File: config.mk
export PLATFORM = sky130hd
export DESIGN_NAME = operand_fetch
export DESIGN_NICKNAME = d
export VERILOG_FILES = /design/src/rtl/cpu_pkg.sv /design/src/rtl/operand_fetch_scoreboard.sv /design/src/rtl/operand_fetch.sv
export SDC_FILE = /design/constraint.sdc
export NUM_CORES = 1
export LEC_CHECK = 0
export BUFFER_PORTS_ARGS = -buffer_cell sky130_fd_sc_hd__buf_4
export CELL_PAD_IN_SITES_DETAIL_PLACEMENT = 0
export CELL_PAD_IN_SITES_GLOBAL_PLACEMENT = 1
export CORE_MARGIN = 2
export CORE_UTILIZATION = 35
export CTS_CLUSTER_DIAMETER = 200
export CTS_CLUSTER_SIZE = 24
export DETAILED_ROUTE_END_ITERATION = 16
export PLACE_DENSITY_LB_ADDON = 0.15
export SYNTH_ARGS = -nofsm -noshare
export SYNTH_HDL_FRONTEND = slang
export SYNTH_SLANG_ARGS = --single-unit
File: constraint.sdc
create_clock -name sys_clk -period 8.9 [get_ports sys_clk]
set_input_delay 1.78 -clock sys_clk [delete_from_list [all_inputs] [get_ports sys_clk]]
set_output_delay 1.78 -clock sys_clk [all_outputs]
set_load 0.02 [all_outputs]
File: src/rtl/cpu_pkg.sv
// ============================================================================
// Module   : cpu_pkg
// Purpose  : Shared CPU constants and the operand-fetch output state encoding.
// Revision : 1.0 - initial release
// ============================================================================
`default_nettype none

package cpu_pkg;
    localparam int DATA_W = 32;
    localparam int ADDR_W = 5;
    localparam int NREG   = 32;

    typedef enum logic [0:0] {
        ST_EMPTY = 1'b0,
        ST_FULL  = 1'b1
    } of_state_t;
endpackage

`default_nettype wire

File: src/rtl/operand_fetch_scoreboard.sv
// ============================================================================
// Module   : operand_fetch_scoreboard
// Purpose  : Per-register pending-write vector with rs/rt/rd hazard lookups.
//            Build option RISCV_X0_ZERO_EN keeps register 0 permanently idle.
// Revision : 1.0 - initial release
// ============================================================================
`default_nettype none

module operand_fetch_scoreboard #(
    parameter int ADDR_W = 5,
    parameter int NREG   = 32
) (
    input  logic              clk,
    input  logic              rst,
    input  logic              i_wb_clr,
    input  logic [ADDR_W-1:0] i_wb_addr,
    input  logic              i_fl_clr,
    input  logic [ADDR_W-1:0] i_fl_addr,
    input  logic              i_set,
    input  logic [ADDR_W-1:0] i_set_addr,
    input  logic [ADDR_W-1:0] i_rs_addr,
    input  logic [ADDR_W-1:0] i_rt_addr,
    input  logic [ADDR_W-1:0] i_rd_addr,
    output logic              o_rs_pend,
    output logic              o_rt_pend,
    output logic              o_rd_pend
);

    logic [NREG-1:0] r_pend;
    logic [NREG-1:0] w_pend_nxt;

    // Same-cycle writeback hides the pending bit so the hazard clears immediately.
    function automatic logic pend_eff(input logic [ADDR_W-1:0] addr);
        return r_pend[addr] & ~(i_wb_clr && (i_wb_addr == addr));
    endfunction

    assign o_rs_pend = pend_eff(i_rs_addr);
    assign o_rt_pend = pend_eff(i_rt_addr);
    assign o_rd_pend = pend_eff(i_rd_addr);

    // Clears first, then the set, so a new issue wins over a retiring write.
    always_comb begin
        w_pend_nxt = r_pend;
        if (i_fl_clr)
            w_pend_nxt[i_fl_addr] = 1'b0;
        if (i_wb_clr)
            w_pend_nxt[i_wb_addr] = 1'b0;
        if (i_set)
            w_pend_nxt[i_set_addr] = 1'b1;
`ifdef RISCV_X0_ZERO_EN
        w_pend_nxt[0] = 1'b0;
`endif
    end

    always_ff @(posedge clk or posedge rst) begin
        if (rst)
            r_pend <= '0;
        else
            r_pend <= w_pend_nxt;
    end

endmodule

`default_nettype wire

File: src/rtl/operand_fetch.sv
// ============================================================================
// Module   : operand_fetch
// Purpose  : Decode-to-execute operand fetch with RAW/WAW stall, writeback
//            bypass and a valid/ready output register. Option RISCV_X0_ZERO_EN.
// Revision : 1.0 - initial release
// ============================================================================
`default_nettype none

module operand_fetch #(
    parameter int DATA_W = cpu_pkg::DATA_W,
    parameter int ADDR_W = cpu_pkg::ADDR_W,
    parameter int NREG   = cpu_pkg::NREG
) (
    input  logic              sys_clk,
    input  logic              sys_reset,
    input  logic              flush,
    input  logic              in_valid,
    output logic              in_ready,
    input  logic [ADDR_W-1:0] in_rs_addr,
    input  logic              in_uses_rs,
    input  logic [ADDR_W-1:0] in_rt_addr,
    input  logic              in_uses_rt,
    input  logic [ADDR_W-1:0] in_rd_addr,
    input  logic              in_rd_we,
    output logic [ADDR_W-1:0] rf_rs_addr_o,
    output logic [ADDR_W-1:0] rf_rt_addr_o,
    input  logic [DATA_W-1:0] rf_rs_data_i,
    input  logic [DATA_W-1:0] rf_rt_data_i,
    input  logic              wb_valid,
    input  logic [ADDR_W-1:0] wb_addr,
    input  logic [DATA_W-1:0] wb_data,
    output logic              out_valid,
    input  logic              out_ready,
    output logic [DATA_W-1:0] out_rs_data,
    output logic [DATA_W-1:0] out_rt_data,
    output logic [ADDR_W-1:0] out_rd_addr,
    output logic              out_rd_we,
    output logic [31:0]       stall_cnt
);
    import cpu_pkg::*;

    of_state_t         r_state;
    logic [DATA_W-1:0] r_rs_data;
    logic [DATA_W-1:0] r_rt_data;
    logic [ADDR_W-1:0] r_rd_addr;
    logic              r_rd_we;
    logic [31:0]       r_stall_cnt;

    logic w_rs_pend, w_rt_pend, w_rd_pend;
    logic w_hazard, w_accept, w_fl_clr;

    assign rf_rs_addr_o = in_rs_addr;
    assign rf_rt_addr_o = in_rt_addr;

    assign w_hazard = (in_uses_rs & w_rs_pend) | (in_uses_rt & w_rt_pend) | (in_rd_we & w_rd_pend);
    assign in_ready = ~w_hazard & ~flush & (~out_valid | out_ready);
    assign w_accept = in_valid & in_ready;
    assign w_fl_clr = flush & out_valid & r_rd_we;

    function automatic logic [DATA_W-1:0] operand(input logic [ADDR_W-1:0] addr,
                                                  input logic [DATA_W-1:0] rf_data);
`ifdef RISCV_X0_ZERO_EN
        if (addr == '0)
            return '0;
`endif
        if (wb_valid && (wb_addr == addr))
            return wb_data;
        return rf_data;
    endfunction

    operand_fetch_scoreboard #(
        .ADDR_W (ADDR_W),
        .NREG   (NREG)
    ) u_scoreboard (
        .clk        (sys_clk),
        .rst        (sys_reset),
        .i_wb_clr   (wb_valid),
        .i_wb_addr  (wb_addr),
        .i_fl_clr   (w_fl_clr),
        .i_fl_addr  (r_rd_addr),
        .i_set      (w_accept & in_rd_we),
        .i_set_addr (in_rd_addr),
        .i_rs_addr  (in_rs_addr),
        .i_rt_addr  (in_rt_addr),
        .i_rd_addr  (in_rd_addr),
        .o_rs_pend  (w_rs_pend),
        .o_rt_pend  (w_rt_pend),
        .o_rd_pend  (w_rd_pend)
    );

    always_ff @(posedge sys_clk or posedge sys_reset) begin
        if (sys_reset) begin
            r_state   <= ST_EMPTY;
            r_rs_data <= '0;
            r_rt_data <= '0;
            r_rd_addr <= '0;
            r_rd_we   <= 1'b0;
        end else if (flush) begin
            r_state <= ST_EMPTY;
        end else if (w_accept) begin
            r_state   <= ST_FULL;
            r_rs_data <= operand(in_rs_addr, rf_rs_data_i);
            r_rt_data <= operand(in_rt_addr, rf_rt_data_i);
            r_rd_addr <= in_rd_addr;
            r_rd_we   <= in_rd_we;
        end else if (out_ready) begin
            r_state <= ST_EMPTY;
        end
    end

    always_ff @(posedge sys_clk or posedge sys_reset) begin
        if (sys_reset)
            r_stall_cnt <= '0;
        else if (in_valid && !in_ready && (r_stall_cnt != 32'hFFFF_FFFF))
            r_stall_cnt <= r_stall_cnt + 32'd1;
    end

    assign out_valid   = (r_state == ST_FULL);
    assign out_rs_data = r_rs_data;
    assign out_rt_data = r_rt_data;
    assign out_rd_addr = r_rd_addr;
    assign out_rd_we   = r_rd_we;
    assign stall_cnt   = r_stall_cnt;

endmodule

`default_nettype wire

# Yosys cells after proc, flatten, opt, wreduce, memory -nomap -nowiden

Cells that the tools add are included.

Flip-flop bits (word level): 135
Bits of input ports: 125
Output and inout bits: 114

Add/subtract/negate cells: 1
Magnitude comparators: 8
Equality and inequality tests: 4
Multiplexer cells: 28
Bitwise gates (word level): 26
Reductions and logical operators: 11

Operator list:

| kind                                                                  | number |
|---|---|
| 32-bit two-way mux                                                    | 7 |
| 32-bit AND                                                            | 2 |
| 32-bit inverter                                                       | 2 |
| 32-bit by 1-bit adder with 32-bit output, second input constant       | 1 |
| 32-bit inequality test, second input constant                         | 1 |
| 32-bit bitwise OR                                                     | 1 |
| 5-bit by 6-bit < comparator with 1-bit output, second input constant  | 5 |
| 1-bit binary-select mux with 5-bit select                             | 3 |
| 1-bit demux with 5-bit select                                         | 3 |
| 5-bit == test                                                         | 3 |
| 5-bit by 1-bit >= comparator with 1-bit output, second input constant | 3 |
| 1-bit two-way mux                                                     | 15 |
| 1-bit AND                                                             | 12 |
| 1-bit logical AND                                                     | 8 |
| 1-bit inverter                                                        | 6 |
| 1-bit bitwise OR                                                      | 3 |
| 3-bit nonzero test                                                    | 1 |
| 2-bit AND reduction                                                   | 1 |
| 1-bit logical NOT                                                     | 1 |

# Depth between registers and ports, before layout

Depth after elaboration: 14
Gate-level depth with buffers: 13

# Cells and area by module

A second synthesis with hierarchy kept.

Cells, all modules: 753
Area, all modules: 7850.0 um2

Modules (own cells, without submodules):

| module                   | times used | cells an instance | area each (um2) | seq. area each (um2) |
|---|---|---|---|---|
| operand_fetch            | 1          | 479               | 5049.8          | 2577.5 |
| operand_fetch_scoreboard | 1          | 274               | 2800.2          | 800.8 |

# Least setup slack after synthesis

OpenSTA, ideal clock, no wires.

Kind: input-to-output
Start: input port in_rt_addr[1]
End: output port in_ready
Data arrival time: 3.704 ns
Setup slack: 3.416 ns
Stages: 7
Buffers on the path: 2
Path through: buf_4 mux4_2 mux4_2 nor4bb_1 nor4b_4 and2_1 buf_2

Cells in the longest elaborated chain, start to end: 10
Elaborated cells between the ends (all ways): 12
Those cells by class: eq/ne: 1; mux: 2; bitwise: 8; reduce/logical: 1

Ends and longest elaborated chain:

| item                                                                                              | line                           | RTL |
|---|---|---|
| start, declared                                                                                   | operand_fetch.sv:21            | `input logic [ADDR_W-1:0] in_rt_addr,` |
| parallel branches: the longest is 3 deep, another holds 1-bit binary-select mux with 5-bit select | -                              |  |
| 1-bit AND *                                                                                       | operand_fetch_scoreboard.sv:34 | `return r_pend[addr] & ~(i_wb_clr && (i_wb_addr == addr));` |
| 1-bit AND *                                                                                       | operand_fetch.sv:55            | `assign w_hazard = (in_uses_rs & w_rs_pend) \| (in_uses_rt & w_rt_pend) \| (in_rd_we & w_rd_pend);` |
| 1-bit bitwise OR * (2 in a row)                                                                   | operand_fetch.sv:55            |  |
| 1-bit inverter *                                                                                  | operand_fetch.sv:56            | `assign in_ready = ~w_hazard & ~flush & (~out_valid \| out_ready);` |
| 1-bit AND * (2 in a row)                                                                          | operand_fetch.sv:56            |  |
| end, declared                                                                                     | operand_fetch.sv:18            | `output logic in_ready,` |

Mark *: on every way between the ends. The select of a mux whose other input is x is not followed.

# Final worst setup path

Ends and elaborated chain as after synthesis.

==> metrics <==
status finished, final reports clean; Syn Inst Count 715; Comb pwr share 25.9%; Synth Area in Compound Gates 13.2%; clock-pin slew on the worst setup and hold paths 0.07 ns; drt wl/cell 20.7 um; prevailing post-synth register cell dfrtp_1; delay-heaviest family, CP multiplexers; total routed wirelength 24800 um; most frequent cells in the layout 243 x buf_4, 135 x dfrtp_1, 95 x mux2i_1; clk_lat worst skew 0.43 ns; post-DR vias/cell 5.48; asr flop ratio synth 100%; Synth Area in XOR/XNOR 5.17%; Reg power frac 39.0%; CTS root buf clkbuf_16; # IOs 239; pre-CTS WS 2.98 ns; r2r startpoint u_scoreboard.r_pend[25]; Global Route Usage Sum 22.0%; row count 53; FMAX 170 MHz; #FFs+latches synth 135; routability cong. 0.965; Largest stage delay, worst path 0.52 ns; post-synthesis mux area share 17.4%; # fillers 2006; crit start category input port; pwr dens 206 nW/um^2; Distinct cells, synth 46; CP arrival 4.12 ns; first-pass GRT wire length 37600 um; area delta synth->final 33.2%; sequential share of the synthesized area 45.3%; Synth Net Count 841; layout cell share with drive strength beyond 1 33.6%; antenna violations before repair 0; die area 22500 um^2; peak supply drop 0.132 mV; layout net count 1035; CP Class input port to output pin; adder-cell share of the synthesized area 0.168%; Setup-failing EPs final 0; DP Area 9330 um^2; Post-CTS Resized 0; Setup WS post-layout 3.00 ns; highest net fanout along the worst path 11; Synth Area in Simple Gates 14.2%; core area 21000 um^2; largest family of logic cells by synthesized area multiplexers; Worst Max-Slew Pin Slew 0.957 ns; Rel. slew slack 36.2%; MaxCap Viol Count 0; endpoints failing hold 0; Layout Utilization 47.4%; vias in the first global route 6667; initial core utilization 35.6%; total CTS buffers 17; Clock Sinks 135; Leak 4.44 nW; Worst Hold Class flip-flop to flip-flop; worst min-delay path startpoint out_rs_data[19]; Sw Pwr 0.676 mW; Buf+Inv Stages, Crit Path 2; RSZ-0062 raised after global routing false; crit path time final 5.90 ns; GR Overflow Total 0; Clk pwr share 35.1%; CTS tree built; commonest non-fill, non-tap cell in the layout buf_4; Yosys warning total 0; EDFF count, synth 0; Setup TNS 0 ns; CTS Hold Bufs 0; pin count of the biggest net entering global routing 117; Final Instance Area 9930 um^2; area of the multi-input gates 3760 um^2; Slowest-stage cell, CP mux4_2; die width 150 um; DRT antenna net count 0; Die Height 150 um; syn_area_per_cell 10.4 um^2; post-CTS setup buffers 0; Switching Fraction 33.1%; Slew Limit Fails 0; Post-Syn Area 7460 um^2; H-tree level count 4; residual DRC count 0; initial DRC count 332; Detailed Place HPWL 17800 um; antenna fix cells 0; port bufs 238; total number of vias 6563; drt pass-1 iters 5; final worst-path cycle share 66.3%; Reg area 3380 um^2; Int Power 1.37 mW; CP Cell Sequence buf_4 -> mux4_2 -> mux4_2 -> nor4bb_1 -> nor4b_4 -> and2_1 -> buf_4; total power 2.04 mW; Setup Skew 0.0144 ns; Req. time, crit path 7.12 ns; CP startpoint in_rt_addr[1]; maximum buffer depth of the clock tree 2; Setup crit end kind output pin
==> final timing paths <==
path | cells after the start | slack, ns | end
max | 7 | 3.00 | in_ready
min | 2 | 0.48 | out_rs_data[19]
max reg2reg | 7 | 5.24 | u_scoreboard.r_pend[26]
min reg2reg | 2 | 0.48 | out_rs_data[19]
max in group asynchronous | 3 | 5.90 | stall_cnt[19]
min in group asynchronous | 2 | 1.52 | out_rt_data[19]
==> cell usage after synthesis (all sizes together) (2+ instances only) <==
master  number  area [um^2]
xnor2       30          263
nand3       21          105
clkbuf      37          139
nand2b       2         12.5
inv          7         26.3
o41ai        8         70.1
mux4        13          293
xor2        14          123
nand4       14         87.6
mux2i       95          951
nand4b       2         17.5
buf         31          180
nor4         3         18.8
o22ai        8         50.1
and4         7         61.3
o31ai        8         60.1
dfrtp      135         3380
o21ai       82          440
o221ai      32          280
and3        14         87.6
nor2        10         37.5
nand3b      14          105
or3b         7         61.3
nor3         4         20.0
a21oi        4         20.0
or3          5         31.3
nand2       84          315
and2         6         37.5
mux2         5         56.3
a211o        2         17.5
==> registers in the layout (all words and copies together), names as in the netlist <==
name,count
out_rt_data,32
out_valid,1
u_scoreboard.r_pend,32
out_rs_data,32
out_rd_we,1
stall_cnt,32
out_rd_addr,5
==> per-layer routing <==
metal  up-vias  wire length, um  GRT usage (%)
met5         -                0              0
met4         0              680           9.06
met3        48             1820           6.22
met2       288            11900           34.9
met1      3198            10400           28.2
li1       3029                -              -
==> logic make-up after synthesis <==
| group | after synthesis |
|---|---|
| muxes | 113 |
| buffers and inverters | 75 |
| AOI/OAI and AO/OA | 149 |
| and+or+nand+nor | 198 |
| DFF | 135 |
| adders and majority gates | 1 |
| xor gates and xnor gates | 44 |
==> power groups by stage <==
| stage | Clock, mW | Combinational [mW] | Sequential (mW) |
|---|---|---|---|
| after detailed placement | 0 | 0.536 | 0.804 |
| after global routing | 0.768 | 0.572 | 0.811 |
| final | 0.718 | 0.529 | 0.798 |
| after CTS | 0.736 | 0.536 | 0.796 |
| after floorplan | 0 | 0.198 | 0.881 |
| after global placement | 0 | 0.525 | 0.801 |
==> metrics by stage <==
step | cells | hold WS (ns)
3_3_place_gp | 1165 | 0.465
3_5_place_dp | 1165 | 0.471
4_1_cts | 1197 | 0.486
6_report | 1197 | 0.479
2_1_floorplan | 715 | 0.542
5_1_grt | 1197 | 0.509
==> layout make-up <==
type	count	area share [%]
Sequential cell	135	34.0
Clock inverter	14	1.64
Multi-Input combinational cell	505	37.8
Tap cell	275	3.46
Timing Repair Buffer	243	18.4
Inverter	7	0.290
Clock buffer	18	4.42
==> worst register-to-register path: stages (launching register included) <==
cell,delay (ns)
dfrtp_1,0.47
mux4_2,0.49
mux4_2,0.47
nor4bb_1,0.20
nor4b_4,0.45
nand3_4,0.38
or4_1,0.86
o21ai_2,0.25
No activity file was read; power rests on OpenSTA's default activity.
